$ cat config.mk
export PLATFORM = sky130hd
export DESIGN_NAME = pc_sequencer
export DESIGN_NICKNAME = d
export VERILOG_FILES = /design/src/rtl/pc_seq_pkg.sv /design/src/rtl/pc_next_calc.sv /design/src/rtl/pc_sequencer.sv
export SDC_FILE = /design/constraint.sdc
export NUM_CORES = 1
export LEC_CHECK = 0
export ABC_AREA = 1
export ABC_CLOCK_PERIOD_IN_PS = 2300
export CORE_MARGIN = 2
export CORE_UTILIZATION = 45
export DETAILED_ROUTE_END_ITERATION = 12
export PLACE_DENSITY = 0.8
export SLEW_MARGIN = 20
export SYNTH_ARGS = -nofsm -noshare
export SYNTH_HDL_FRONTEND = slang
export SYNTH_SLANG_ARGS = --single-unit
export TNS_END_PERCENT = 50
$ cat constraint.sdc
create_clock -name clk -period 2.3 [get_ports clk]
set_clock_uncertainty 0.1 [all_clocks]
set_input_delay 0.575 -clock clk [delete_from_list [all_inputs] [get_ports clk]]
set_output_delay 0.575 -clock clk [all_outputs]
set_load 0.01 [all_outputs]
$ cat src/rtl/pc_seq_pkg.sv
// Shared types and defaults for the program-counter sequencer.
package pc_seq_pkg;

    localparam int unsigned DEFAULT_ADDR_W = 16;
    localparam logic [DEFAULT_ADDR_W-1:0] DEFAULT_RESET_PC = 16'h0000;
    localparam int unsigned STEP_W = 4;

    typedef enum logic [1:0] {
        IDLE  = 2'd0,
        FETCH = 2'd1,
        ISSUE = 2'd2
    } state_e;

endpackage

$ cat src/rtl/pc_next_calc.sv
// Combinational next-PC: branch target when taken, otherwise PC plus zero-extended step.
module pc_next_calc
    import pc_seq_pkg::*;
#(
    parameter int unsigned ADDR_W = DEFAULT_ADDR_W
) (
    input  logic [ADDR_W-1:0] pc,
    input  logic [STEP_W-1:0] step,
    input  logic              br_taken,
    input  logic [ADDR_W-1:0] br_target,
    output logic [ADDR_W-1:0] next_pc_c
);

    logic [ADDR_W-1:0] step_ext_c;
    logic [ADDR_W-1:0] seq_pc_c;

    // Addition wraps naturally at 2^ADDR_W.
    always_comb begin
        step_ext_c = ADDR_W'(step);
        seq_pc_c   = pc + step_ext_c;
        next_pc_c  = br_taken ? br_target : seq_pc_c;
    end

endmodule

$ cat src/rtl/pc_sequencer.sv
// Fetch/issue sequencer: requests an instruction at PC, holds it in IR until
// downstream accepts, then advances PC by step or redirects on a taken branch.
module pc_sequencer
    import pc_seq_pkg::*;
#(
    parameter int unsigned       ADDR_W   = DEFAULT_ADDR_W,
    parameter logic [ADDR_W-1:0] RESET_PC = ADDR_W'(DEFAULT_RESET_PC)
) (
    input  logic              clk,
    input  logic              rst_n,
    input  logic [STEP_W-1:0] step,
    input  logic              start,
    output logic              imem_req,
    output logic [ADDR_W-1:0] imem_addr,
    input  logic              imem_ack,
    input  logic [ADDR_W-1:0] imem_rdata,
    output logic [ADDR_W-1:0] ir,
    output logic              ir_valid,
    input  logic              next_ready,
    input  logic              br_taken,
    input  logic [ADDR_W-1:0] br_target,
    input  logic              halt,
    output logic [ADDR_W-1:0] pc,
    output logic              busy,
    output logic [ADDR_W-1:0] retired
);

    state_e            state;
    logic [ADDR_W-1:0] next_pc_c;

    pc_next_calc #(
        .ADDR_W (ADDR_W)
    ) u_next (
        .pc        (pc),
        .step      (step),
        .br_taken  (br_taken),
        .br_target (br_target),
        .next_pc_c (next_pc_c)
    );

    assign imem_addr = pc;

    // Outputs are registered alongside the state so they reflect the state being entered.
    always_ff @(posedge clk or negedge rst_n) begin
        if (!rst_n) begin
            state    <= IDLE;
            pc       <= RESET_PC;
            ir       <= '0;
            retired  <= '0;
            imem_req <= 1'b0;
            ir_valid <= 1'b0;
            busy     <= 1'b0;
        end else begin
            case (state)
                IDLE: begin
                    if (start) begin
                        state    <= FETCH;
                        imem_req <= 1'b1;
                        busy     <= 1'b1;
                    end
                end
                FETCH: begin
                    if (imem_ack) begin
                        state    <= ISSUE;
                        ir       <= imem_rdata;
                        imem_req <= 1'b0;
                        ir_valid <= 1'b1;
                    end
                end
                ISSUE: begin
                    if (next_ready) begin
                        pc       <= next_pc_c;
                        ir_valid <= 1'b0;
                        if (retired != {ADDR_W{1'b1}}) begin
                            retired <= retired + ADDR_W'(1);
                        end
                        // Halt parks in IDLE with PC already advanced, so a restart resumes there.
                        if (halt) begin
                            state <= IDLE;
                            busy  <= 1'b0;
                        end else begin
                            state    <= FETCH;
                            imem_req <= 1'b1;
                        end
                    end
                end
                default: begin
                    state    <= IDLE;
                    imem_req <= 1'b0;
                    ir_valid <= 1'b0;
                    busy     <= 1'b0;
                end
            endcase
        end
    end

endmodule

==> results of run 1 <==
==> power groups by stage <==
stage	logic, mW	clock network (mW)	registers, mW
after detailed placement	2.36	0	1.65
after floorplan	1.17	0	1.74
after global routing	2.58	0.614	1.68
final	2.36	0.557	1.63
after CTS	2.37	0.587	1.63
after global placement	2.30	0	1.62
==> cell usage after synthesis <==
| master | n |
|---|---|
| sky130_fd_sc_hd__nor3_4 | 1 |
| sky130_fd_sc_hd__nand2_1 | 134 |
| sky130_fd_sc_hd__o21ai_0 | 13 |
| sky130_fd_sc_hd__buf_4 | 16 |
| sky130_fd_sc_hd__inv_2 | 1 |
| sky130_fd_sc_hd__clkbuf_1 | 4 |
| sky130_fd_sc_hd__mux2_2 | 16 |
| sky130_fd_sc_hd__ha_1 | 5 |
| sky130_fd_sc_hd__nand3_1 | 32 |
| sky130_fd_sc_hd__nor2_4 | 2 |
| sky130_fd_sc_hd__dfrtp_1 | 53 |
| sky130_fd_sc_hd__inv_1 | 46 |
| sky130_fd_sc_hd__o2111ai_1 | 1 |
| sky130_fd_sc_hd__nor2_1 | 39 |
| sky130_fd_sc_hd__inv_4 | 1 |
| sky130_fd_sc_hd__buf_2 | 3 |
| sky130_fd_sc_hd__nand4_1 | 5 |
| sky130_fd_sc_hd__nor3_1 | 5 |
| sky130_fd_sc_hd__a21oi_1 | 9 |
| sky130_fd_sc_hd__nand2_2 | 3 |
| sky130_fd_sc_hd__nand3_2 | 1 |
| sky130_fd_sc_hd__xnor2_1 | 3 |
| sky130_fd_sc_hd__fa_1 | 1 |
| sky130_fd_sc_hd__o21ai_1 | 1 |
| sky130_fd_sc_hd__xor2_1 | 7 |
| sky130_fd_sc_hd__nor3_2 | 1 |
| sky130_fd_sc_hd__nand2_4 | 1 |
| sky130_fd_sc_hd__a2bb2oi_1 | 2 |
| sky130_fd_sc_hd__nand3b_1 | 3 |
| sky130_fd_sc_hd__buf_6 | 2 |
| sky130_fd_sc_hd__o31ai_1 | 2 |
| sky130_fd_sc_hd__a21o_1 | 2 |
==> routing by layer <==
layer | GRT usage (%) | vias to the layer above
li1 | - | 1500
met3 | 5.090 | 8
met5 | 0 | -
met4 | 5.785 | 0
met1 | 25.06 | 1369
met2 | 35.12 | 112
==> cell type report <==
class                      count  area [um^2]  area share, %
multi-input combinational    289         1504          34.25
tap                           96        120.1          2.736
sequential                    53         1326          30.21
clock inverter                 2        13.76         0.3135
clock buffer                   6        82.58          1.881
inverter                      48        182.7          4.161
timing repair buffer         119         1161          26.45
==> through the flow <==
stage                     TNS (ns)  instances  hold slack, ns  cell area [um^2]
after floorplan                  0        415          0.1794              3181
after global placement      -1.361        605          0.3580              4289
after detailed placement    -1.795        605          0.3636              4289
after CTS                        0        613         0.09913              4385
after global routing             0        613          0.1022              4390
final                            0        613         0.09302              4390
==> logic make-up after synthesis <==
group / after synthesis / synth area share (%)
AND/OR/NAND/NOR: 227 / 30.72
buffers and inverters: 73 / 11.17
flip-flops: 53 / 41.70
AO/OA/AOI/OAI: 30 / 5.389
multiplexers: 16 / 5.665
XOR/XNOR: 10 / 2.754
adder cells (fa/ha/maj): 6 / 2.596
==> flip-flops by register name, indices dropped and copies added, names as in the netlist <==
| register | flops |
|---|---|
| retired | 16 |
| ir | 16 |
| busy | 1 |
| imem_req | 1 |
| imem_addr | 16 |
| state | 2 |
| ir_valid | 1 |
==> final timing paths <==
check	to	slack, ns	depth (start not counted)
max	imem_addr[10]$_DFFE_PN0P_	0.13	11
min	imem_addr[9]$_DFFE_PN0P_	0.09	1
max reg2reg	imem_addr[10]$_DFFE_PN0P_	0.39	10
min reg2reg	busy$_DFFE_PN0P_	0.38	2
max in group asynchronous	imem_req$_DFFE_PN0P_	1.38	2
min in group clk	busy$_DFFE_PN0P_	0.38	2
==> timing repair <==
item                       in CTS  in global routing
setup endpoints to repair       0                  5
gates resized for setup         0                  2
setup buffers                   0                  0
==> worst register-to-register path: stages (launching register included) <==
cell and delay (ns):
sky130_fd_sc_hd__dfrtp_1 0.42, sky130_fd_sc_hd__ha_2 0.21, sky130_fd_sc_hd__fa_2 0.35, sky130_fd_sc_hd__nand2_1 0.08
sky130_fd_sc_hd__nand3_1 0.08, sky130_fd_sc_hd__nand3b_1 0.17, sky130_fd_sc_hd__nor2_1 0.08, sky130_fd_sc_hd__o21ai_0 0.15
sky130_fd_sc_hd__nand2_1 0.07, sky130_fd_sc_hd__nand2_1 0.06, sky130_fd_sc_hd__inv_1 0.03
==> results.txt, run 1 <==
----------------------------------------------------
[Status]
  Status ... complete, no violations

[Critical path]
  Worst path arrival time ... 2.28 ns
  Max stage delay on crit path ... 0.41 ns
  Critical path peak fanout ... 4
  Slowest library cell on the worst path ... sky130_fd_sc_hd__clkdlybuf4s50_1
  Req. time, crit path ... 2.41 ns
  Ordered cell list for the critical path ... clkdlybuf4s50_1, ha_2, fa_2, nand2_1, nand3_1, nand3b_1, nor2_1, o21ai_0, nand2_1, nand2_1, inv_1
  Critical setup path kind ... input pin to flop
  Kind of end point of the critical path ... flop
  Category of the worst setup path launch point ... input pin
  Buf+Inv Stages, Crit Path ... 2
  Critical path launch point ... step[0]
  Cell family with most CP delay ... adder cells
  Library cell appearing most often on the critical path ... sky130_fd_sc_hd__nand2_1
  Worst reg2reg startpoint ... imem_addr[0]$_DFFE_PN0P_

[Power and ir drop]
  Register share of total power ... 35.8%
  Sw power ... 1.720 mW
  Highest ir drop seen on vdd ... 0.6316 mV
  Cell internal power dissipation ... 2.822 mW
  Combinational cell fraction of total power ... 51.9%
  Ratio of total power to cell area ... 1035 mW/mm^2
  Switching Fraction ... 37.87%
  Leakage ... 2.090 nW
  Post-layout power ... 4.542 mW
  Fraction of power consumed by the clock network ... 12.3%

[Placed design]
  Count of port buffers added during placement ... 109
  Routability cong. ... 0.8912
  Worst setup timing slack at the placement stage ... -0.2812 ns
  DPL Wire Length ... 5865 um

[Detailed routing]
  TritonRoute pass-1 iters ... 4
  Number of routed nets with antenna violations ... 0
  DRC viols ... 0
  DR vias/cell ... 4.876
  Detailed-route wire length per cell ... 12.39 um
  Wire length on met3 ... 618 um
  Uppermost signal routing layer after detailed routing ... met4
  Metal1 wirelength ... 3273 um
  First DRT Iteration DRCs ... 129
  Final Routed Wirelength ... 7597 um
  Vias ... 2989
  Routed length on met2 ... 3618 um

[Layout]
  Ant. Diodes ... 0
  Layout Utilization ... 64.27%
  Signed area change from the synthesized netlist to the final layout ... 38.04%
  Share of layout cells above drive strength 1 ... 9.284%
  Most frequent standard cell in the layout excluding fill and tap cells ... sky130_fd_sc_hd__nand2_1
  Leading cell types in the layout, fill and taps excluded ... sky130_fd_sc_hd__nand2_1 (134), sky130_fd_sc_hd__clkdlybuf4s50_1 (108), sky130_fd_sc_hd__dfrtp_1 (53), sky130_fd_sc_hd__inv_1 (46), sky130_fd_sc_hd__nor2_1 (39)
  Fill cell total of the finished layout ... 603
  Layout Nets ... 565

[Timing]
  Transition at the pin with the smallest max-transition slack ... 0.4993 ns
  Share of the clock period used by the worst path ... 94.27%
  Slew headroom ... 66.46%
  Final worst path period need ... 2.168 ns
  RSZ-0062 raised after global routing ... no
  Achievable Freq ... 461.2 MHz
  Final hold violation count ... 0
  Crit path setup slack, layout ... 0.1318 ns
  Total of endpoints with negative setup slack in the final report ... 0
  Max Slew Vio Count ... 0

[Global route]
  Total routing resource utilization after global routing ... 20.24%
  Grt total ovfl ... 0
  Via count of the first global-routing pass ... 2871
  Wire length of the first global-routing pass ... 12500 um
  Antenna violations before repair ... 0
  Largest net degree at the start of global routing ... 25

[Synth]
  Count of unique library cells instantiated by Yosys ... 32
  Seq/Total Area, Yosys ... 41.70%
  Synthesized area ... 0.003181 mm^2
  Cell type with the highest aggregate area in the netlist ... sky130_fd_sc_hd__dfrtp_1
  Post-synthesis average cell area ... 7.664 um^2
  Share of Yosys cell area claimed by the top area cell type ... 41.70%
  Post-synth net total ... 464
  Top area cells in the synthesized netlist ... sky130_fd_sc_hd__dfrtp_1 (42%), sky130_fd_sc_hd__nand2_1 (16%), sky130_fd_sc_hd__mux2_2 (5.7%)
  Number of synthesized register bits ... 53
  Ys Warns ... 0
  Number of standard cells after synthesis ... 415

[CTS]
  H-tree levels ... 2
  TritonCTS Buffers ... 5
  Clock tree root driver cell ... sky130_fd_sc_hd__clkbuf_8
  Hold_buf cts ... 0
  Worst-skew pair later-pin latency ... 0.30 ns
  Number of sinks on the clock net ... 53
  Clock-pin slew reported for the worst setup and hold paths after clock tree synthesis ... 0.10 ns
  Clock tree from TritonCTS ... done
  Maximum buffer depth of the clock tree ... 2

[Die]
  Starting density of the core ... 46.56%
  Die height ... 88.07 um
  Chip Width ... 88.07 um
  Overall die area ... 0.007756 mm^2
  Area of the placeable core ... 0.006832 mm^2
  # rows ... 30
  IO Pins ... 110

[Run]
  Max-cap violation count ... 0

[Min path]
  Worst hold-check path type ... input pin to async pin

----------------------------------------------------
Note: power is estimated with default switching activity, not from simulation.
==> run 2, diff against run 1 <==
- PLACE_DENSITY: 0.8 -> 0.78
- SYNTH_HIERARCHICAL: unset -> 1
==> run 2 against run 1 <==
  * Critical path depth increased by 2
  * Global-route usage increased by 0.44 points
  * Worst hold slack improved by 0.046 ns
  * Area after synthesis is 6.0% higher
  * Clock power grew 18%
  * Critical path type unchanged
  * Largest cell class unchanged
==> results.txt, run 2 <==
----------------------------------------------------
[Layout]
  Share of layout cells above drive strength 1 ... 12.38% (was 9.284%)
  Fill cell total of the finished layout ... 616 (was 603)
  Most frequent standard cell in the layout excluding fill and tap cells ... sky130_fd_sc_hd__nand2_1 (unchanged)
  Non-filler cells, final ... 632 (was 613)
  Ant. Diodes ... 0 (unchanged)
  Layout Nets ... 581 (was 565)
  Signed area change from the synthesized netlist to the final layout ... 36.36% (was 38.04%)
  Leading cell types in the layout, fill and taps excluded ... sky130_fd_sc_hd__nand2_1 (176), sky130_fd_sc_hd__clkdlybuf4s50_1 (108), sky130_fd_sc_hd__dfrtp_1 (53), sky130_fd_sc_hd__nand3_1 (28), sky130_fd_sc_hd__nor2_1 (24) (was sky130_fd_sc_hd__nand2_1 (134), sky130_fd_sc_hd__clkdlybuf4s50_1 (108), sky130_fd_sc_hd__dfrtp_1 (53), sky130_fd_sc_hd__inv_1 (46), sky130_fd_sc_hd__nor2_1 (39))

[Timing]
  Slew headroom ... 67.72% (was 66.46%)
  RSZ-0062 raised after global routing ... no (unchanged)
  Achievable Freq ... 454.8 MHz (was 461.2 MHz)
  Share of the clock period used by the worst path ... 95.60% (was 94.27%)
  Final hold violation count ... 0 (unchanged)
  Crit path setup slack, layout ... 0.1013 ns (was 0.1318 ns)
  Transition at the pin with the smallest max-transition slack ... 0.4837 ns (was 0.4993 ns)
  Total of endpoints with negative setup slack in the final report ... 0 (unchanged)
  Max Slew Vio Count ... 0 (unchanged)
  Final worst path period need ... 2.199 ns (was 2.168 ns)

[CTS]
  Number of sinks on the clock net ... 53 (unchanged)
  Hold_buf cts ... 0 (unchanged)
  TritonCTS Buffers ... 5 (unchanged)
  Clock tree from TritonCTS ... done (unchanged)
  Clock tree root driver cell ... sky130_fd_sc_hd__clkbuf_8 (unchanged)
  H-tree levels ... 2 (unchanged)
  Maximum buffer depth of the clock tree ... 2 (unchanged)
  Worst-skew pair later-pin latency ... 0.31 ns (was 0.30 ns)
  Clock-pin slew reported for the worst setup and hold paths after clock tree synthesis ... 0.10 ns (about the same)

[Power and ir drop]
  Highest ir drop seen on vdd ... 0.5571 mV (was 0.6316 mV)
  Leakage ... 2.143 nW (was 2.090 nW)
  Post-layout power ... 4.729 mW (was 4.542 mW)
  Ratio of total power to cell area ... 1028 mW/mm^2 (was 1035 mW/mm^2)

[Synth]
  Ys Warns ... 6 (was 0)
  Seq/Total Area, Yosys ... 39.33% (was 41.70%)
  Cell types with the highest counts after synthesis ... sky130_fd_sc_hd__nand2_1 (177), sky130_fd_sc_hd__dfrtp_1 (53), sky130_fd_sc_hd__nand3_1 (28), sky130_fd_sc_hd__nor2_1 (24), sky130_fd_sc_hd__inv_1 (22) (was sky130_fd_sc_hd__nand2_1 (134), sky130_fd_sc_hd__dfrtp_1 (53), sky130_fd_sc_hd__inv_1 (46), sky130_fd_sc_hd__nor2_1 (39), sky130_fd_sc_hd__nand3_1 (32))
  Synth async-reset ratio ... 100.0% (unchanged)
  Number of standard cells after synthesis ... 433 (was 415)
  Count of unique library cells instantiated by Yosys ... 36 (was 32)
  Cell type with the highest aggregate area in the netlist ... sky130_fd_sc_hd__dfrtp_1 (unchanged)
  Post-synth net total ... 482 (was 464)
  Cell with the most instances after synthesis ... sky130_fd_sc_hd__nand2_1 (unchanged)
  Synthesized area ... 0.003372 mm^2 (was 0.003181 mm^2)
  Top area cells in the synthesized netlist ... sky130_fd_sc_hd__dfrtp_1 (39%), sky130_fd_sc_hd__nand2_1 (20%), sky130_fd_sc_hd__nand3_1 (4.2%) (was sky130_fd_sc_hd__dfrtp_1 (42%), sky130_fd_sc_hd__nand2_1 (16%), sky130_fd_sc_hd__mux2_2 (5.7%))
  Number of synthesized register bits ... 53 (unchanged)
  Flip-flop cell with the highest count after synthesis ... sky130_fd_sc_hd__dfrtp_1 (unchanged)
  Count of flip-flops with a built-in enable after synthesis ... 0 (unchanged)
  Share of Yosys cell area claimed by the top area cell type ... 39.33% (was 41.70%)
  Post-synthesis average cell area ... 7.787 um^2 (was 7.664 um^2)

[Detailed routing]
  Detailed-route wire length per cell ... 13.30 um (was 12.39 um)
  DRC viols ... 0 (unchanged)
  Number of routed nets with antenna violations ... 0 (unchanged)
  Vias ... 3135 (was 2989)
  TritonRoute pass-1 iters ... 4 (unchanged)
  Final Routed Wirelength ... 8408 um (was 7597 um)
  DR vias/cell ... 4.960 (was 4.876)
  First DRT Iteration DRCs ... 146 (was 129)

[Die]
  Overall die area ... 0.008202 mm^2 (was 0.007756 mm^2)
  Chip Width ... 90.57 um (was 88.07 um)
  Area of the placeable core ... 0.007253 mm^2 (was 0.006832 mm^2)
  Die height ... 90.57 um (was 88.07 um)
  # rows ... 31 (was 30)
  IO Pins ... 110 (unchanged)
  Starting density of the core ... 46.49% (was 46.56%)

[Placed design]
  Placed cell count ... 624 (was 605)
  Count of port buffers added during placement ... 109 (unchanged)
  Worst setup timing slack at the placement stage ... -0.2665 ns (was -0.2812 ns)
  Routability cong. ... 0.8552 (was 0.8912)
  DPL Wire Length ... 6158 um (was 5865 um)

[Run]
  Max-cap violation count ... 0 (unchanged)

[Critical path]
  Category of the worst setup path launch point ... input pin (unchanged)
  Kind of end point of the critical path ... flop (unchanged)
  Critical path peak fanout ... 4 (unchanged)
  Critical setup path kind ... input pin to flop (unchanged)
  Register-to-Register Path Depth ... 12 (was 10)
  Req. time, crit path ... 2.42 ns (was 2.41 ns)
  Worst path arrival time ... 2.31 ns (was 2.28 ns)

[Global route]
  Via count of the first global-routing pass ... 3059 (was 2871)
  Met2 Use GR ... 36.50% (was 35.12%)
  Largest net degree at the start of global routing ... 54 (was 25)
  Grt total ovfl ... 0 (unchanged)
  Global routing met1 resource utilization ... 24.91% (was 25.06%)
  Met3 global-route usage ... 5.426% (was 5.090%)
  Antenna violations before repair ... 0 (unchanged)
  Wire length of the first global-routing pass ... 13990 um (was 12500 um)
  Layer with the highest usage ... met2 (unchanged)
  Total routing resource utilization after global routing ... 20.68% (was 20.24%)

[Status]
  Status ... complete, no violations (unchanged)

[Min path]
  Worst hold-check path type ... input pin to async pin (unchanged)

----------------------------------------------------
## run 2: where the power goes
part           internal [mW]  switching [mW]  leakage [nW]
sequential              1.28           0.408         0.675
combinational           1.30            1.09          1.41
clock                  0.328           0.328        0.0554
## run 2: layout make-up
cell class	count	area [um^2]	share of cell area, %
inverter	29	108.9	2.367
sequential	53	1326	28.84
multi-input combinational	326	1769	38.48
clock buffer	6	72.57	1.578
timing repair buffer	117	1159	25.20
tap	99	123.9	2.694
clock inverter	2	38.79	0.8435
## run 2: path summary, 6_finish.rpt
kind / start / endpoint / slack, ns
worst max-delay path: step[0] / imem_addr[14]$_DFFE_PN0P_ / 0.10
worst min-delay path: rst_n / imem_addr[2]$_DFFE_PN0P_ / 0.14
worst max register to register: imem_addr[0]$_DFFE_PN0P_ / imem_addr[14]$_DFFE_PN0P_ / 0.35
worst min register to register: ir_valid$_DFFE_PN0P_ / ir_valid$_DFFE_PN0P_ / 0.38
max in group asynchronous: rst_n / state[1]$_DFFE_PN0P_ / 1.71
min in group clk: ir_valid$_DFFE_PN0P_ / ir_valid$_DFFE_PN0P_ / 0.38
## run 2: critical path: stages
cell	delay (ns)
sky130_fd_sc_hd__clkdlybuf4s50_1	0.40
sky130_fd_sc_hd__ha_1	0.23
sky130_fd_sc_hd__fa_2	0.35
sky130_fd_sc_hd__nand2_2	0.11
sky130_fd_sc_hd__nand3_4	0.10
sky130_fd_sc_hd__nand3b_4	0.12
sky130_fd_sc_hd__nor2_1	0.05
sky130_fd_sc_hd__nand2_1	0.05
sky130_fd_sc_hd__nand2_1	0.06
sky130_fd_sc_hd__nand2_1	0.08
sky130_fd_sc_hd__nand2_1	0.06
sky130_fd_sc_hd__nand2_1	0.06
sky130_fd_sc_hd__nand2_1	0.05
## run 2: stage by stage
stage	hold slack, ns	setup TNS (ns)	area, um^2	util, %
2_1_floorplan	0.1794	0	3372	-
3_3_place_gp	0.3562	-1.079	4469	61.62
3_5_place_dp	0.3619	-1.601	4469	61.62
4_1_cts	0.1636	0	4581	63.15
5_1_grt	0.1571	0	4598	63.39
6_report	0.1391	0	4598	63.39
## run 2: per-layer routing
metal  share of wire (%)  up-vias
li1                    -     1558
met1                  42     1460
met2                  49      111
met3                 7.9        6
met4                0.99        0
met5                   0        -
## run 2: timing repair
action / 4_1_cts / 5_1_grt
setup buffers: 0 / 0
endpoints found under the setup margin: 0 / 5
gates resized for setup: 0 / 4
## run 2: cells by family after synthesis
logic type / share of synthesized area [%]
XOR/XNOR: 2.078
flip-flops: 39.33
AND/OR/NAND/NOR: 38.74
AO/OA/AOI/OAI: 3.339
buffers and inverters: 8.720
adder cells (fa/ha/maj): 2.449
multiplexers: 5.343
==> run 3, diff against run 2 <==
- HOLD_SLACK_MARGIN: unset -> 0.02
==> results of run 3 <==
Final layout, timing and power as in run 2 (identical DEF).
